==> config.mk <==
export PLATFORM = sky130hd
export DESIGN_NAME = alu_issue_stage
export DESIGN_NICKNAME = d
export VERILOG_FILES = /design/src/rtl/alu_issue_stage.sv
export SDC_FILE = /design/constraint.sdc
export NUM_CORES = 1
export LEC_CHECK = 0
export CAP_MARGIN = 20
export CORE_MARGIN = 5
export CORE_UTILIZATION = 65
export CTS_BUF_LIST = sky130_fd_sc_hd__clkbuf_4 sky130_fd_sc_hd__clkbuf_8 sky130_fd_sc_hd__clkbuf_16
export DETAILED_ROUTE_END_ITERATION = 7
export DONT_BUFFER_PORTS = 1
export PLACE_DENSITY = 0.81
export SLEW_MARGIN = 20
export SYNTH_ARGS = -nofsm -noshare
export SYNTH_HDL_FRONTEND = slang
export SYNTH_SLANG_ARGS = --single-unit
==> constraint.sdc <==
create_clock -name clk -period 6.6 [get_ports clk]
set_clock_uncertainty 0.15 [all_clocks]
set_input_delay 1.32 -clock clk [delete_from_list [all_inputs] [get_ports clk]]
set_output_delay 1.32 -clock clk [all_outputs]
set_load 0.02 [all_outputs]
==> src/rtl/alu_issue_stage.sv <==
// ---------------------------------------------------------------------------
// alu_issue_stage
//
// Decode-and-issue stage in front of the MIPS32 ALU.
//
// Each accepted instruction, together with its register-file operands, is
// decoded into an ALU operation code, two operands, a destination register
// and a write-back flag. The result goes into a 2-entry skid buffer and is
// presented to the execute stage in FIFO order. Illegal instructions are
// counted with a saturating 8-bit counter.
//
// Handshake rule (both sides): a transfer happens on a rising clock edge
// where valid && ready are both high. The sender holds valid and data
// stable until that edge. in_ready comes from registered state only, so it
// has no combinational path from out_ready.
//
// Ports:
//   clk              rising-edge clock
//   reset_n          asynchronous active-low reset
//   flush            synchronous; drops every buffered entry and any input
//                    offered in the same cycle
//   in_valid/in_ready            upstream handshake
//   in_instr                     MIPS32 instruction word
//   in_rs_data, in_rt_data       register values for instr[25:21], [20:16]
//   out_valid/out_ready          downstream handshake
//   out_a, out_b                 ALU operands
//   out_alu_control              4-bit ALU operation code
//   out_dest                     destination register
//   out_reg_write                result is written back
//   out_illegal                  entry was undecodable
//   illegal_count                saturating count of accepted illegal instrs
//   buf_state                    debug view of the buffer FSM
//                                (0 = EMPTY, 1 = ONE, 2 = TWO)
// ---------------------------------------------------------------------------
module alu_issue_stage (
  input  logic        clk,
  input  logic        reset_n,
  input  logic        flush,
  input  logic        in_valid,
  output logic        in_ready,
  input  logic [31:0] in_instr,
  input  logic [31:0] in_rs_data,
  input  logic [31:0] in_rt_data,
  output logic        out_valid,
  input  logic        out_ready,
  output logic [31:0] out_a,
  output logic [31:0] out_b,
  output logic [3:0]  out_alu_control,
  output logic [4:0]  out_dest,
  output logic        out_reg_write,
  output logic        out_illegal,
  output logic [7:0]  illegal_count,
  output logic [1:0]  buf_state
);

  typedef enum logic [1:0] {
    EMPTY = 2'd0,
    ONE   = 2'd1,
    TWO   = 2'd2
  } state_t;

  typedef struct packed {
    logic [31:0] a;
    logic [31:0] b;
    logic [3:0]  ctrl;
    logic [4:0]  dest;
    logic        reg_write;
    logic        illegal;
  } entry_t;

  // ---------------------------------------------------------------------
  // Instruction fields
  // ---------------------------------------------------------------------
  logic [5:0]  opcode;
  logic [5:0]  funct;
  logic [4:0]  rt_field;
  logic [4:0]  rd_field;
  logic [31:0] imm_sext;
  logic [31:0] imm_zext;
  logic        unused_rs_field;

  assign opcode   = in_instr[31:26];
  assign funct    = in_instr[5:0];
  assign rt_field = in_instr[20:16];
  assign rd_field = in_instr[15:11];
  assign imm_sext = {{16{in_instr[15]}}, in_instr[15:0]};
  assign imm_zext = {16'b0, in_instr[15:0]};
  // The rs register is already resolved into in_rs_data upstream.
  assign unused_rs_field = ^in_instr[25:21];

  // ---------------------------------------------------------------------
  // Decoder
  // ---------------------------------------------------------------------
  entry_t      dec;
  logic        dec_legal;
  logic        dec_writes;
  logic [3:0]  dec_ctrl;
  logic [31:0] dec_a;
  logic [31:0] dec_b;
  logic [4:0]  dec_dest;

  always_comb begin
    dec_legal  = 1'b1;
    dec_writes = 1'b0;
    dec_ctrl   = 4'b0010;
    dec_a      = in_rs_data;
    dec_b      = in_rt_data;
    dec_dest   = 5'd0;

    case (opcode)
      6'h00: begin
        dec_dest   = rd_field;
        dec_writes = 1'b1;
        case (funct)
          6'h24: dec_ctrl = 4'b0000;               // AND
          6'h25: dec_ctrl = 4'b0001;               // OR
          6'h20,
          6'h21: dec_ctrl = 4'b0010;               // ADD / ADDU
          6'h26: dec_ctrl = 4'b0100;               // XOR
          6'h18: dec_ctrl = 4'b0101;               // MULT
          6'h22,
          6'h23: dec_ctrl = 4'b0110;               // SUB / SUBU
          6'h2A: dec_ctrl = 4'b0111;               // SLT
          6'h1A: dec_ctrl = 4'b1011;               // DIV
          6'h27: dec_ctrl = 4'b1100;               // NOR
          // Shifts take the value from rt and pass the low half of the
          // instruction as b, which puts shamt in b[10:6] for the ALU.
          6'h00: begin
            dec_ctrl = 4'b1000;                    // SLL
            dec_a    = in_rt_data;
            dec_b    = imm_zext;
          end
          6'h02: begin
            dec_ctrl = 4'b1001;                    // SRL
            dec_a    = in_rt_data;
            dec_b    = imm_zext;
          end
          6'h03: begin
            dec_ctrl = 4'b1010;                    // SRA
            dec_a    = in_rt_data;
            dec_b    = imm_zext;
          end
          default: dec_legal = 1'b0;
        endcase
      end
      6'h08,
      6'h09: begin                                  // ADDI / ADDIU
        dec_ctrl   = 4'b0010;
        dec_b      = imm_sext;
        dec_dest   = rt_field;
        dec_writes = 1'b1;
      end
      6'h0A: begin                                  // SLTI
        dec_ctrl   = 4'b0111;
        dec_b      = imm_sext;
        dec_dest   = rt_field;
        dec_writes = 1'b1;
      end
      6'h0C: begin                                  // ANDI
        dec_ctrl   = 4'b0000;
        dec_b      = imm_zext;
        dec_dest   = rt_field;
        dec_writes = 1'b1;
      end
      6'h0D: begin                                  // ORI
        dec_ctrl   = 4'b0001;
        dec_b      = imm_zext;
        dec_dest   = rt_field;
        dec_writes = 1'b1;
      end
      6'h0E: begin                                  // XORI
        dec_ctrl   = 4'b0100;
        dec_b      = imm_zext;
        dec_dest   = rt_field;
        dec_writes = 1'b1;
      end
      6'h23: begin                                  // LW: address = rs + offset
        dec_ctrl   = 4'b0010;
        dec_b      = imm_sext;
        dec_dest   = rt_field;
        dec_writes = 1'b1;
      end
      6'h2B: begin                                  // SW: address only, no write
        dec_ctrl   = 4'b0010;
        dec_b      = imm_sext;
        dec_dest   = rt_field;
        dec_writes = 1'b0;
      end
      6'h04: begin                                  // BEQ: compare by subtraction
        dec_ctrl   = 4'b0110;
        dec_writes = 1'b0;
      end
      default: dec_legal = 1'b0;
    endcase

    dec = '0;
    if (dec_legal) begin
      dec.a         = dec_a;
      dec.b         = dec_b;
      dec.ctrl      = dec_ctrl;
      dec.dest      = dec_dest;
      // Writes to $zero are dropped here so execute never has to check.
      dec.reg_write = dec_writes && (dec_dest != 5'd0);
      dec.illegal   = 1'b0;
    end else begin
      // Undecodable: harmless ADD of rs and rt that never writes back.
      dec.a         = in_rs_data;
      dec.b         = in_rt_data;
      dec.ctrl      = 4'b0010;
      dec.dest      = 5'd0;
      dec.reg_write = 1'b0;
      dec.illegal   = 1'b1;
    end
  end

  // ---------------------------------------------------------------------
  // Skid buffer FSM (state = occupancy), head feeds the outputs directly
  // ---------------------------------------------------------------------
  state_t state;
  entry_t head_q;
  entry_t tail_q;
  logic   out_valid_q;
  logic   in_ready_q;
  logic [7:0] count_q;

  logic accept;
  logic emit;

  // A flush cycle never stores its input, so it is not an acceptance.
  assign accept = in_valid && in_ready_q && !flush;
  assign emit   = out_valid_q && out_ready;

  always_ff @(posedge clk or negedge reset_n) begin
    if (!reset_n) begin
      state       <= EMPTY;
      head_q      <= '0;
      tail_q      <= '0;
      out_valid_q <= 1'b0;
      in_ready_q  <= 1'b1;
      count_q     <= 8'd0;
    end else begin
      if (accept && dec.illegal && (count_q != 8'hFF)) begin
        count_q <= count_q + 8'd1;
      end

      if (flush) begin
        state       <= EMPTY;
        head_q      <= '0;
        tail_q      <= '0;
        out_valid_q <= 1'b0;
        in_ready_q  <= 1'b1;
      end else begin
        case (state)
          EMPTY: begin
            if (accept) begin
              head_q      <= dec;
              state       <= ONE;
              out_valid_q <= 1'b1;
              in_ready_q  <= 1'b1;
            end
          end
          ONE: begin
            if (accept && !emit) begin
              tail_q      <= dec;
              state       <= TWO;
              out_valid_q <= 1'b1;
              in_ready_q  <= 1'b0;
            end else if (emit && !accept) begin
              state       <= EMPTY;
              out_valid_q <= 1'b0;
              in_ready_q  <= 1'b1;
            end else if (emit && accept) begin
              // Pass-through: new entry replaces the departing head.
              head_q <= dec;
            end
          end
          TWO: begin
            // in_ready is low here, so only an emit can change anything.
            if (emit) begin
              head_q      <= tail_q;
              state       <= ONE;
              out_valid_q <= 1'b1;
              in_ready_q  <= 1'b1;
            end
          end
          default: begin
            state       <= EMPTY;
            out_valid_q <= 1'b0;
            in_ready_q  <= 1'b1;
          end
        endcase
      end
    end
  end

  assign in_ready        = in_ready_q;
  assign out_valid       = out_valid_q;
  assign out_a           = head_q.a;
  assign out_b           = head_q.b;
  assign out_alu_control = head_q.ctrl;
  assign out_dest        = head_q.dest;
  assign out_reg_write   = head_q.reg_write;
  assign out_illegal     = head_q.illegal;
  assign illegal_count   = count_q;
  assign buf_state       = state;

endmodule

; Word level (Yosys, flattened, before mapping)
; Index checks and enable logic that the tools add are counted.
[word_totals]
reg_bits = 162
in_bits = 101
output_inout_bits = 87
elab_cells = 115
[classes]
add_sub_neg = 1
n_eq_ne = 31
muxes = 37
n_reduce_logical = 30
[ops]
columns = op, count
row1 = 2-to-1 mux 75 bit, 10
row2 = one-hot mux 75 bit (3 select lines), 1
row3 = 2-to-1 mux 32 bit, 3
row4 = one-hot mux 32 bit (3 select lines), 1
row5 = "equality test 6 bit, second input constant", 11
row6 = one-hot mux 4 bit (11 select lines), 1
row7 = "equality test 6 x 4 -> 1 bit, second input constant", 6
row8 = one-hot mux 4 bit (6 select lines), 1
row9 = OR reduction 8 bit, 2
row10 = "inequality test 3 bit, second input constant", 5
row11 = OR reduction 14 bit, 1
row12 = "equality test 6 x 2 -> 1 bit, second input constant", 2
row13 = "equality test 6 x 5 -> 1 bit, second input constant", 2
row14 = logical NOT 6 bit, 2
row15 = 2-to-1 mux 1 bit, 10
row16 = 2-to-1 mux 2 bit, 5
row17 = one-hot mux 5 bit (2 select lines), 1
row18 = logical AND 1 bit, 9
row19 = OR reduction 9 bit, 1
row20 = "adder 8 x 1 -> 8 bit, second input constant", 1
row21 = "inequality test 8 bit, second input constant", 1
row22 = "equality test 6 x 3 -> 1 bit, second input constant", 1
row23 = one-hot mux 1 bit (3 select lines), 2
row24 = one-hot mux 2 bit (3 select lines), 1
row25 = 15 further kinds, 19

; Logic depth before layout (Yosys ltp)
[logic_depth]
ltp_word = 11
mapped_depth = 9
ltp_nobuf = 6

; Worst setup path before layout
; Ideal clock, no wire load.
[synth_timing]
path_type = input port to flip-flop
start = input port in_instr[26]
end = register head_q, in the netlist out_b[12]
setup_time_ps = 129
t_arrival_ps = 3216
t_required_ps = 6321
setup_slack_ps = 3105
stages = 9
path_buffers = 4
cell_sequence = buf_6 -> or4_4 -> or4_1 -> buf_6 -> o21a_1 -> buf_6 -> buf_6 -> mux2i_1 -> o21ai_1
[synth_via]
elab_chain_len = 9
elab_cells_between_ends = 22
cone_classes = eq/ne: 9 / mux: 9 / reduce/logical: 4
[synth_lines]
columns = item, line_no
row1 = start: declaration, 41  ; input logic [31:0] in_instr,
row2 = equality test 6 bit (tied with other cells), 110  ; case (opcode)
row3 = OR reduction 9 bit (no source line) (tied with other cells), --
row4 = one-hot mux 1 bit (2 select lines) / one-hot mux 32 bit (3 select lines) (equally long branches), 110
row5 = 2-to-1 mux 75 bit (*), 197  ; if (dec_legal) begin
row6 = 2-to-1 mux 75 bit, 272  ; end else if (emit && accept) begin
row7 = 2-to-1 mux 75 bit, 268  ; end else if (emit && !accept) begin
row8 = 2-to-1 mux 75 bit, 263  ; if (accept && !emit) begin
row9 = one-hot mux 75 bit (3 select lines) (*), 253  ; case (state)
row10 = 2-to-1 mux 75 bit (*), 246  ; if (flush) begin
row11 = end signal: assignment, 280  ; head_q <= tail_q;
row12 = end: declaration, 220  ; entry_t head_q;
; Mark *: on every way between the ends. The rest lies on a longest branch, timed or not. The select of a mux whose other input is x is not followed.
; A chain may end at the register's enable or synchronous reset.

; Worst setup path in the final report
[layout_timing]
start = input port in_valid
end = register head_q, in the netlist out_dest[4]
[layout_via]
elab_chain_len = 6
elab_cells_between_ends = 11
cone_classes = eq/ne: 4 / reduce/logical: 7
[layout_lines]
columns = item, line_no
row1 = start: declaration, 39  ; input logic in_valid,
row2 = logical AND 1 bit (*) (2 in a row), 230  ; assign accept = in_valid && in_ready_q && !flush;
row3 = logical NOT 1 bit, 268
row4 = logical AND 1 bit, 268
row5 = inequality test 3 bit (no source line), --
row6 = AND reduction 6 bit (no source line) (*), --
; Mark *: on every way between the ends. The rest lies on a longest branch, timed or not.

==> impl_metrics.prom <==
# TYPE chip_impl_metric gauge
chip_impl_metric{name="static-leakage-power",unit="uW"} 0.00409
chip_impl_metric{name="vdd_ir_drop_max",unit="mV"} 0.235
chip_impl_metric{name="tightest_slew",unit="ns"} 1.13
chip_impl_metric{name="timing.slew.headroom",unit="%"} 24.5
chip_impl_info{name="most_frequent_cell_after_synthesis",value="sky130_fd_sc_hd__dfrtp_1"} 1
chip_impl_metric{name="netlist_instances",unit=""} 818
chip_impl_metric{name="initial_core_util",unit="%"} 66.7
chip_impl_metric{name="grt_pass1_vias",unit=""} 6306
chip_impl_metric{name="detailedRoute.firstPassIterationCount",unit=""} 5
chip_impl_metric{name="vias_per_cell",unit=""} 6.89
chip_impl_metric{name="dp.final_hpwl",unit="mm"} 13.5
chip_impl_metric{name="synthDistinctLibCells",unit=""} 61
chip_impl_metric{name="multiInputGateArea",unit="sq um"} 3640
chip_impl_metric{name="die-width",unit="microns"} 121
chip_impl_metric{name="grt_pass1_wl",unit="mm"} 33.0
chip_impl_metric{name="path_clk_slew",unit="ns"} 0.06
chip_impl_metric{name="tns",unit="ns"} 0
chip_impl_metric{name="total_power_per_unit_cell_area",unit="nW/um^2"} 290
chip_impl_metric{name="cts_made_buffers",unit=""} 17
chip_impl_info{name="netlist_top_cells_count",value="sky130_fd_sc_hd__dfrtp_1, sky130_fd_sc_hd__o21ai_0, sky130_fd_sc_hd__nand3_1, sky130_fd_sc_hd__clkbuf_1, sky130_fd_sc_hd__mux2i_1"} 1
chip_impl_metric{name="ant_nets",unit=""} 0
chip_impl_metric{name="core_rows",unit=""} 40
chip_impl_metric{name="max-clock-path-buffers",unit=""} 2
chip_impl_metric{name="numClockSinks",unit=""} 162
chip_impl_metric{name="antenna_found_initial",unit=""} 0
chip_impl_metric{name="synth_enable_flop_cells",unit=""} 0
chip_impl_metric{name="crit_path_max_fanout",unit=""} 31
chip_impl_info{name="synth_top_cell_by_area",value="sky130_fd_sc_hd__dfrtp_1"} 1
chip_impl_metric{name="final_util",unit="%"} 71.2
chip_impl_metric{name="synthesis.area_per_instance",unit="sq um"} 9.84
chip_impl_metric{name="max_freq",unit="MHz"} 255
chip_impl_metric{name="total_of_max_cap_violations",unit=""} 0
chip_impl_metric{name="critical_path_required_time",unit="ns"} 6.75
chip_impl_metric{name="layout.filler_cells",unit=""} 901
chip_impl_metric{name="cp_data_arrival_time",unit="ns"} 4.08
chip_impl_info{name="worst_setup_path_start_kind",value="input port"} 1
chip_impl_metric{name="post-route-period-util",unit="%"} 59.5
chip_impl_metric{name="place_congestion",unit=""} 0.898
chip_impl_info{name="rsz0062_at_grt",value="no"} 1
chip_impl_metric{name="yosys.area.top_type_share",unit="%"} 50.1
chip_impl_metric{name="design.final.nets",unit=""} 864
chip_impl_metric{name="track_usage",unit="%"} 28.4
chip_impl_metric{name="chipHeight",unit="microns"} 121
chip_impl_metric{name="antenna_cells",unit=""} 0
chip_impl_metric{name="grt_start_max_net_pins",unit=""} 163
chip_impl_metric{name="maxSlewViolCount",unit=""} 0
chip_impl_metric{name="postCtsSetupBuffers",unit=""} 0
chip_impl_metric{name="post_route_cells_drive_above_1_share",unit="%"} 7.87
chip_impl_info{name="tritoncts",value="done"} 1
chip_impl_metric{name="dr.first_iter.drc_count",unit=""} 667
chip_impl_metric{name="totalWireLength",unit="mm"} 20.7
chip_impl_metric{name="final_period_minus_worst_setup_slack",unit="ns"} 3.93
chip_impl_metric{name="cts_resized",unit=""} 0
chip_impl_metric{name="synth_fp_nets",unit=""} 920
chip_impl_info{name="critical_path_class",value="in2reg"} 1
chip_impl_metric{name="asyncSetResetFlopFracSynth",unit="%"} 100
chip_impl_metric{name="fin_cells",unit=""} 943
chip_impl_info{name="post_synth_main_area_contributors",value="sky130_fd_sc_hd__dfrtp_1, sky130_fd_sc_hd__o21ai_0, sky130_fd_sc_hd__mux2i_1"} 1
chip_impl_metric{name="dp.cells",unit=""} 911
chip_impl_metric{name="footprint_of_the_flip_flops_and_latches",unit="sq um"} 4060
chip_impl_info{name="critPathCaptureType",value="register"} 1
chip_impl_metric{name="core-area",unit="sq um"} 12100
chip_impl_metric{name="worstSkewPairLatency",unit="ns"} 0.43
chip_impl_info{name="postSynth.topFlopCell",value="sky130_fd_sc_hd__dfrtp_1"} 1
chip_impl_metric{name="number_of_levels_in_the_clock_h_tree",unit=""} 4
chip_impl_info{name="clk_root_buffer_cell",value="sky130_fd_sc_hd__clkbuf_16"} 1
chip_impl_metric{name="placedInstanceArea",unit="sq um"} 7980
chip_impl_info{name="outcome",value="completed"} 1
chip_impl_metric{name="portBuffers",unit=""} 0
chip_impl_metric{name="num_vias",unit=""} 6497
chip_impl_metric{name="ys_seq_area_share",unit="%"} 50.4
chip_impl_metric{name="fp.dieArea",unit="sq um"} 14700
chip_impl_metric{name="yosys_warnings",unit=""} 0
chip_impl_metric{name="drc_errors",unit=""} 0
chip_impl_metric{name="cts_hold_buf",unit=""} 0
chip_impl_info{name="hp-class",value="reg2reg"} 1
chip_impl_metric{name="setup-violations-final",unit=""} 0
chip_impl_metric{name="ios",unit=""} 188
chip_impl_metric{name="report.final.hold_viol_count",unit=""} 0
chip_impl_metric{name="wl_per_cell",unit="microns"} 22.0
chip_impl_metric{name="synth_seq_cells",unit=""} 162
chip_impl_metric{name="stdcell_area",unit="sq um"} 8590
chip_impl_metric{name="netlist_area",unit="sq um"} 8050
chip_impl_metric{name="flow.area_growth_from_synthesis",unit="%"} 6.77
chip_impl_metric{name="global_route.overflow_total",unit=""} 0
## flip-flops by register name, summed over array words and instances, names as in the netlist
register	flops
illegal_count	8
in_ready	1
out_valid	1
out_dest	5
buf_state	2
out_reg_write	1
out_a	32
tail_q	75
out_illegal	1
out_alu_control	4
out_b	32
## routing by layer
metal	wire (microns)	share of wire [%]	track usage, %	vias up
met4	593	2.9	10.7	0
met2	10200	49	45.2	302
met3	1970	9.5	9.88	50
met5	0	0	0	-
li1	-	-	-	2964
met1	7990	39	35.9	3181
## placed cells by master, fill, tap and decap left out, types with 7 or more instances in the layout
| cell type | instances |
|---|---|
| sky130_fd_sc_hd__a211oi_1 | 38 |
| sky130_fd_sc_hd__a22oi_1 | 19 |
| sky130_fd_sc_hd__a21oi_1 | 32 |
| sky130_fd_sc_hd__a32oi_1 | 13 |
| sky130_fd_sc_hd__nand3_1 | 78 |
| sky130_fd_sc_hd__o21ai_1 | 11 |
| sky130_fd_sc_hd__nor3_1 | 8 |
| sky130_fd_sc_hd__a21o_1 | 34 |
| sky130_fd_sc_hd__nand4_1 | 9 |
| sky130_fd_sc_hd__o31ai_1 | 16 |
| sky130_fd_sc_hd__buf_4 | 9 |
| sky130_fd_sc_hd__xor2_1 | 7 |
| sky130_fd_sc_hd__nor2_1 | 26 |
| sky130_fd_sc_hd__o21ai_0 | 126 |
| sky130_fd_sc_hd__clkbuf_16 | 17 |
| sky130_fd_sc_hd__dfrtp_1 | 161 |
| sky130_fd_sc_hd__mux2i_1 | 43 |
| sky130_fd_sc_hd__nand2_1 | 23 |
## per-stage QoR
stage | power [uW] | hold WS [ns] | setup WS [ns]
floorplan | 1440 | 0.323 | 3.10
detailed placement | 1500 | 0.344 | 2.34
finish | 2490 | 0.353 | 2.67
CTS | 2500 | 0.356 | 2.76
global route | 2590 | 0.387 | 2.57
global placement | 1480 | 0.332 | 2.31
## logic make-up after synthesis
group,count (synthesis),share of synthesized area [%]
DFF,162,50.4
xor gates and xnor gates,8,0.871
adders and majority gates,2,0.280
AOI/OAI and AO/OA,332,26.4
muxes,44,5.49
buffers and inverters,86,4.62
and+or+nand+nor,184,11.9
## cell type report
class | count | area share [%]
Clock buffer | 22 | 5.46
Clock inverter | 10 | 1.56
Inverter | 2 | 0.117
Multi-Input combinational cell | 570 | 42.4
Sequential cell | 162 | 47.2
Tap cell | 168 | 2.45
Timing Repair Buffer | 9 | 0.787
## where the power goes
| part | total, uW | leakage (uW) | internal, uW | switching [uW] |
|---|---|---|---|---|
| registers | 1250 | 0.00219 | 1080 | 168 |
| logic | 238 | 0.00160 | 91.5 | 146 |
| clock network | 1010 | 0.000298 | 619 | 390 |
## final timing paths
path / start / depth (start not counted) / slack (ns) / to
setup / recovery: in_valid / 5 / 2.67 / out_dest[4]$_DFFE_PN0P_
hold / removal: tail_q[56]$_DFFE_PN0P_ / 2 / 0.35 / tail_q[56]$_DFFE_PN0P_
setup reg to reg: buf_state[1]$_DFFE_PN0P_ / 5 / 2.81 / out_dest[4]$_DFFE_PN0P_
hold reg to reg: tail_q[56]$_DFFE_PN0P_ / 2 / 0.35 / tail_q[56]$_DFFE_PN0P_
max in group asynchronous: reset_n / 0 / 5.56 / out_b[28]$_DFFE_PN0P_
min in group asynchronous: reset_n / 0 / 0.44 / out_a[26]$_DFFE_PN0P_
## worst max-delay path: stages
cell                       delay (ns)
sky130_fd_sc_hd__nand3b_1        0.12
sky130_fd_sc_hd__or2_2           0.37
sky130_fd_sc_hd__a21oi_2         0.79
sky130_fd_sc_hd__nand2_1         0.89
sky130_fd_sc_hd__o311ai_0        0.59
Power figures use the tool's default switching activity.
==> edit 1 (config.mk and constraints unchanged) <==
Put one more register stage on the output `illegal_count`, with the module's reset. The value now appears one clock later. The other outputs are not delayed to match.
--- a/src/rtl/alu_issue_stage.sv
+++ b/src/rtl/alu_issue_stage.sv
@@ -303,3 +303,9 @@
   assign out_illegal     = head_q.illegal;
-  assign illegal_count   = count_q;
+  always_ff @(posedge clk or negedge reset_n) begin
+    if (!reset_n) begin
+      illegal_count <= '0;
+    end else begin
+      illegal_count <= count_q;
+    end
+  end
   assign buf_state       = state;
Formal check against the unedited RTL: not equivalent (a bounded check fails within 4 cycles, from zero or initial values and one cycle with reset_n low).
==> edit 1 against the original RTL <==
- design area rose by 4.2%
- critical path type unchanged
- count of clock-buffer cells in the layout fell by 1
- sequential cell count rose by 8
- synthesized area rose by 4.4%
- wire length rose by 15%
- total power rose by 8.5%
- combinational power rose by 29%
- sequential share of layout area rose by 0.34 points
- setup slack improved by 0.73 ns
- critical endpoint is now count_q[1]
==> edit 1: results (changes against the original RTL) <==
Worst Tran Pin Value=0.995 ns (was 1.13 ns); fin. max-slew vios=0 (unchanged); Netlist cell types=60 (was 61); Placer Congestion=0.901 (was 0.898); crit path launch=in_instr[31] (was in_valid); CTS root buf=clkbuf_16 (unchanged); sequential area share after synthesis=50.7% (was 50.4%); most instantiated cells after synthesis=dfrtp_1 (169), nor2_1 (95), a21oi_1 (81) (was dfrtp_1 (161), o21ai_0 (126), nand3_1 (78)); htree depth=4 (unchanged); post-placement cell area=8280 µm² (was 7980 µm²); Pleak=4.33 nW (was 4.09 nW); Longest Clk Path Bufs=2 (unchanged); metal3 WL=2900 µm (was 1970 µm); WHS Endpoint=illegal_count[7] (was tail_q[56]); Worst VDD drop=0.000203 V (was 0.000235 V); Mapped Avg Cell Area=9.16 µm² (was 9.84 µm²); nets=957 (was 864); CP Capture Point=count_q[1] (was out_dest[4]); met2 usage=50.6% (was 45.2%); reg2reg setup slack=3.59 ns (was 2.81 ns); ranking of synthesized cells by area=dfrtp_1 (50%), mux2i_1 (5.0%), a21oi_1 (4.8%) (was dfrtp_1 (50%), o21ai_0 (7.8%), mux2i_1 (5.3%)); DP Wirelength=15300 µm (was 13500 µm); CP max stage delay=0.62 ns (was 0.89 ns); largest fanout on the critical path=21 (was 31); hold path cells=0 (was 2); Antenna Nets Post-Route=0 (unchanged); crit path DAT=3.36 ns (was 4.08 ns); Async S/R FF share, synth=100% (unchanged); synth warn=0 (unchanged); largest net degree at the start of global routing=171 (was 163); WL final=23800 µm (was 20700 µm); met1 WL=8950 µm (was 7990 µm); Crit Reg-Reg Endpoint=out_alu_control[2] (was out_dest[4]); HP Start=count_q[7] (was tail_q[56]); Slowest-stage cell, CP=a21o_1 (was nand2_1); Via Count=7076 (was 6497); Hold WS=0.286 ns (was 0.353 ns); Cells after DPL=1007 (was 911); met1 Use GR=41.1% (was 35.9%); met3 Usage GRT=10.8% (was 9.88%); starting DRC count in detailed routing=762 (was 667); clock sinks=170 (was 162); layout cell share with drive strength beyond 1=6.46% (was 7.87%); first-pass GRT wire length=37000 µm (was 33000 µm); outcome=complete, no violations (unchanged); dpl ws=2.67 ns (was 2.34 ns); # fillers=955 (was 901); met2 routed WL=11400 µm (was 10200 µm); drt wl/cell=22.9 µm (was 22.0 µm); Total GRT Usage=31.5% (was 28.4%); FF-to-FF path depth=6 (was 5); vias in the first global route=6893 (was 6306)
edit 1: kinds of logic (layout without fill, tap and decap cells):
kind of cell,after synthesis,after routing,synth area share (%)
AND/OR/NAND/NOR,304,304,16.8
AO/OA/AOI/OAI,295,295,21.1
buffers and inverters,95,45,5.27
multiplexers,43,43,5.14
adder cells (fa/ha/maj),1,1,0.149
XOR/XNOR,9,9,0.939
flip-flops,170,170,50.7
edit 1: area by class of cell:
class	count	area [µm²]	area share, %
Sequential cell	170	4260	47.6
Multi-Input combinational cell	652	3740	41.8
Clock buffer	21	474	5.30
Tap cell	172	215	2.40
Timing Repair Buffer	6	65.1	0.727
Clock inverter	10	164	1.83
Inverter	8	30.0	0.336
edit 1: report_power, final:
| part | total [W] | internal, W | switching [W] |
|---|---|---|---|
| Clock | 0.00107 | 0.000668 | 0.000405 |
| Sequential | 0.00132 | 0.00115 | 0.000177 |
| Combinational | 0.000308 | 0.000108 | 0.000200 |
| Total | 0.00270 | 0.00192 | 0.000782 |
==> edit 2 (config.mk and constraints unchanged) <==
Without the edit above. Make the reset (`reset_n`) synchronous in one clocked block. Comments in the files are not updated.
--- a/src/rtl/alu_issue_stage.sv
+++ b/src/rtl/alu_issue_stage.sv
@@ -232,3 +232,3 @@
 
-  always_ff @(posedge clk or negedge reset_n) begin
+  always_ff @(posedge clk) begin
     if (!reset_n) begin
Formal check against the unedited RTL: not equivalent (Yosys sat finds a counterexample within 4 cycles, from zero or initial values and one cycle with reset_n low; the reset may be asserted at any time).
==> edit 2 against the original RTL <==
- setup slack better by 0.23 ns
- synthesized area is 3.3% lower
- largest power group is now the clock network
- count of clock-buffer cells in the layout increased by 1
- design area down 3.7%
- sequential cell count stayed put
- critical path depth is 4 higher
- utilization is 1.5 points lower
- wire length is 5.3% higher
- total power is 12% lower
==> edit 2: results (changes against the original RTL) <==
reg2reg start=in_ready (was buf_state[1]); Sw Ratio=23.3% (was 28.2%); Total GRT Usage=29.3% (was 28.4%); FF-to-FF path depth=9 (was 5); Slew HR=29.2% (was 24.5%); Post-CTS Resized=0 (unchanged); largest fanout on the critical path=41 (was 31); first-pass GRT wire length=33800 µm (was 33000 µm); crit path launch=flush (was in_valid); starting DRC count in detailed routing=752 (was 667); Mapped Avg Cell Area=8.85 µm² (was 9.84 µm²); Via Count=6920 (was 6497); DR pass1 iterations=6 (was 5); met3 Usage GRT=10.1% (was 9.88%); Via-to-Cell Ratio=7.08 (was 6.89); Worst VDD drop=0.000115 V (was 0.000235 V); sequential area share after synthesis=41.7% (was 50.4%); Pleak=3.05 nW (was 4.09 nW); fin crit period=3.69 ns (was 3.93 ns); met1 Use GR=37.8% (was 35.9%); DP Wirelength=14700 µm (was 13500 µm); Hold Path Class=reg2reg (unchanged); CP Capture Point=out_a[14] (was out_dest[4]); met1 WL=8780 µm (was 7990 µm); most instantiated cells after synthesis=dfxtp_1 (162), a21oi_1 (69), o21ai_0 (69) (was dfrtp_1 (161), o21ai_0 (126), nand3_1 (78)); layout cell share with drive strength beyond 1=8.42% (was 7.87%); outcome=complete, no violations (unchanged); Syn Nets=984 (was 920); Cells after DPL=944 (was 911); Async S/R FF share, synth=0% (was 100%); CP max stage delay=0.68 ns (was 0.89 ns); reg2reg setup slack=3.25 ns (was 2.81 ns); crit path DAT=3.87 ns (was 4.08 ns); vias in the first global route=6418 (was 6306); Netlist cell types=83 (was 61); WL final=21800 µm (was 20700 µm); met2 routed WL=9860 µm (was 10200 µm); ranking of synthesized cells by area=dfxtp_1 (42%), mux2i_1 (6.7%), a211oi_1 (6.5%) (was dfrtp_1 (50%), o21ai_0 (7.8%), mux2i_1 (5.3%)); largest net degree at the start of global routing=126 (was 163); post-placement cell area=7610 µm² (was 7980 µm²); Slowest-stage cell, CP=and2_2 (was nand2_1); metal3 WL=2370 µm (was 1970 µm)
edit 2: cell types whose count changed in the layout (fill, tap and decap cells not counted), sizes merged, moves of 30 or more:
cell,unedited run,this run
nand2,23,57
a211oi,38,68
o21ai,137,73
a21o,34,0
nor2,26,56
a21oi,33,70
nand3,78,17
dfxtp,0,162
dfrtp,161,0
edit 2: worst min path at each step:
stage,from,endpoint,slack [ns],depth (start not counted)
2_1_floorplan,tail_q[3],tail_q[3],0.28,2
3_3_place_gp,tail_q[3],tail_q[3],0.29,2
3_5_place_dp,tail_q[3],tail_q[3],0.30,2
4_1_cts,tail_q[3],tail_q[3],0.30,2
5_1_grt,tail_q[4],tail_q[4],0.32,2
6_report,tail_q[3],tail_q[3],0.30,2
edit 2: tightest hold or removal path: cells and delay by family (launching register included):
family             cells  cell delay, ns
and+or+nand+nor        1            0.05
AOI/OAI and AO/OA      1            0.05
DFF                    1            0.31
edit 2: logic make-up after synthesis:
logic type	Yosys count	share of synthesized area, %
flip-flops	162	41.7
buffers and inverters	102	6.25
adder cells (fa/ha/maj)	4	0.643
XOR/XNOR	1	0.113
AO/OA/AOI/OAI	349	30.6
multiplexers	53	6.83
AND/OR/NAND/NOR	208	13.9
edit 2: cell type report:
class / count / area, µm²
Tap cell: 147 / 184
Inverter: 12 / 45.0
Fill cell: 910 / 3590
Sequential cell: 162 / 3240
Clock inverter: 9 / 128
Clock buffer: 23 / 495
Timing Repair Buffer: 10 / 103
Multi-Input combinational cell: 615 / 4080
edit 2: power groups by stage:
stage	logic, W	registers [W]	clock network, W
2_1_floorplan	0.000125	0.00104	0
3_3_place_gp	0.000132	0.00104	0
3_5_place_dp	0.000138	0.00104	0
4_1_cts	0.000139	0.00102	0.00104
5_1_grt	0.000154	0.00102	0.00108
6_report	0.000142	0.00102	0.00103
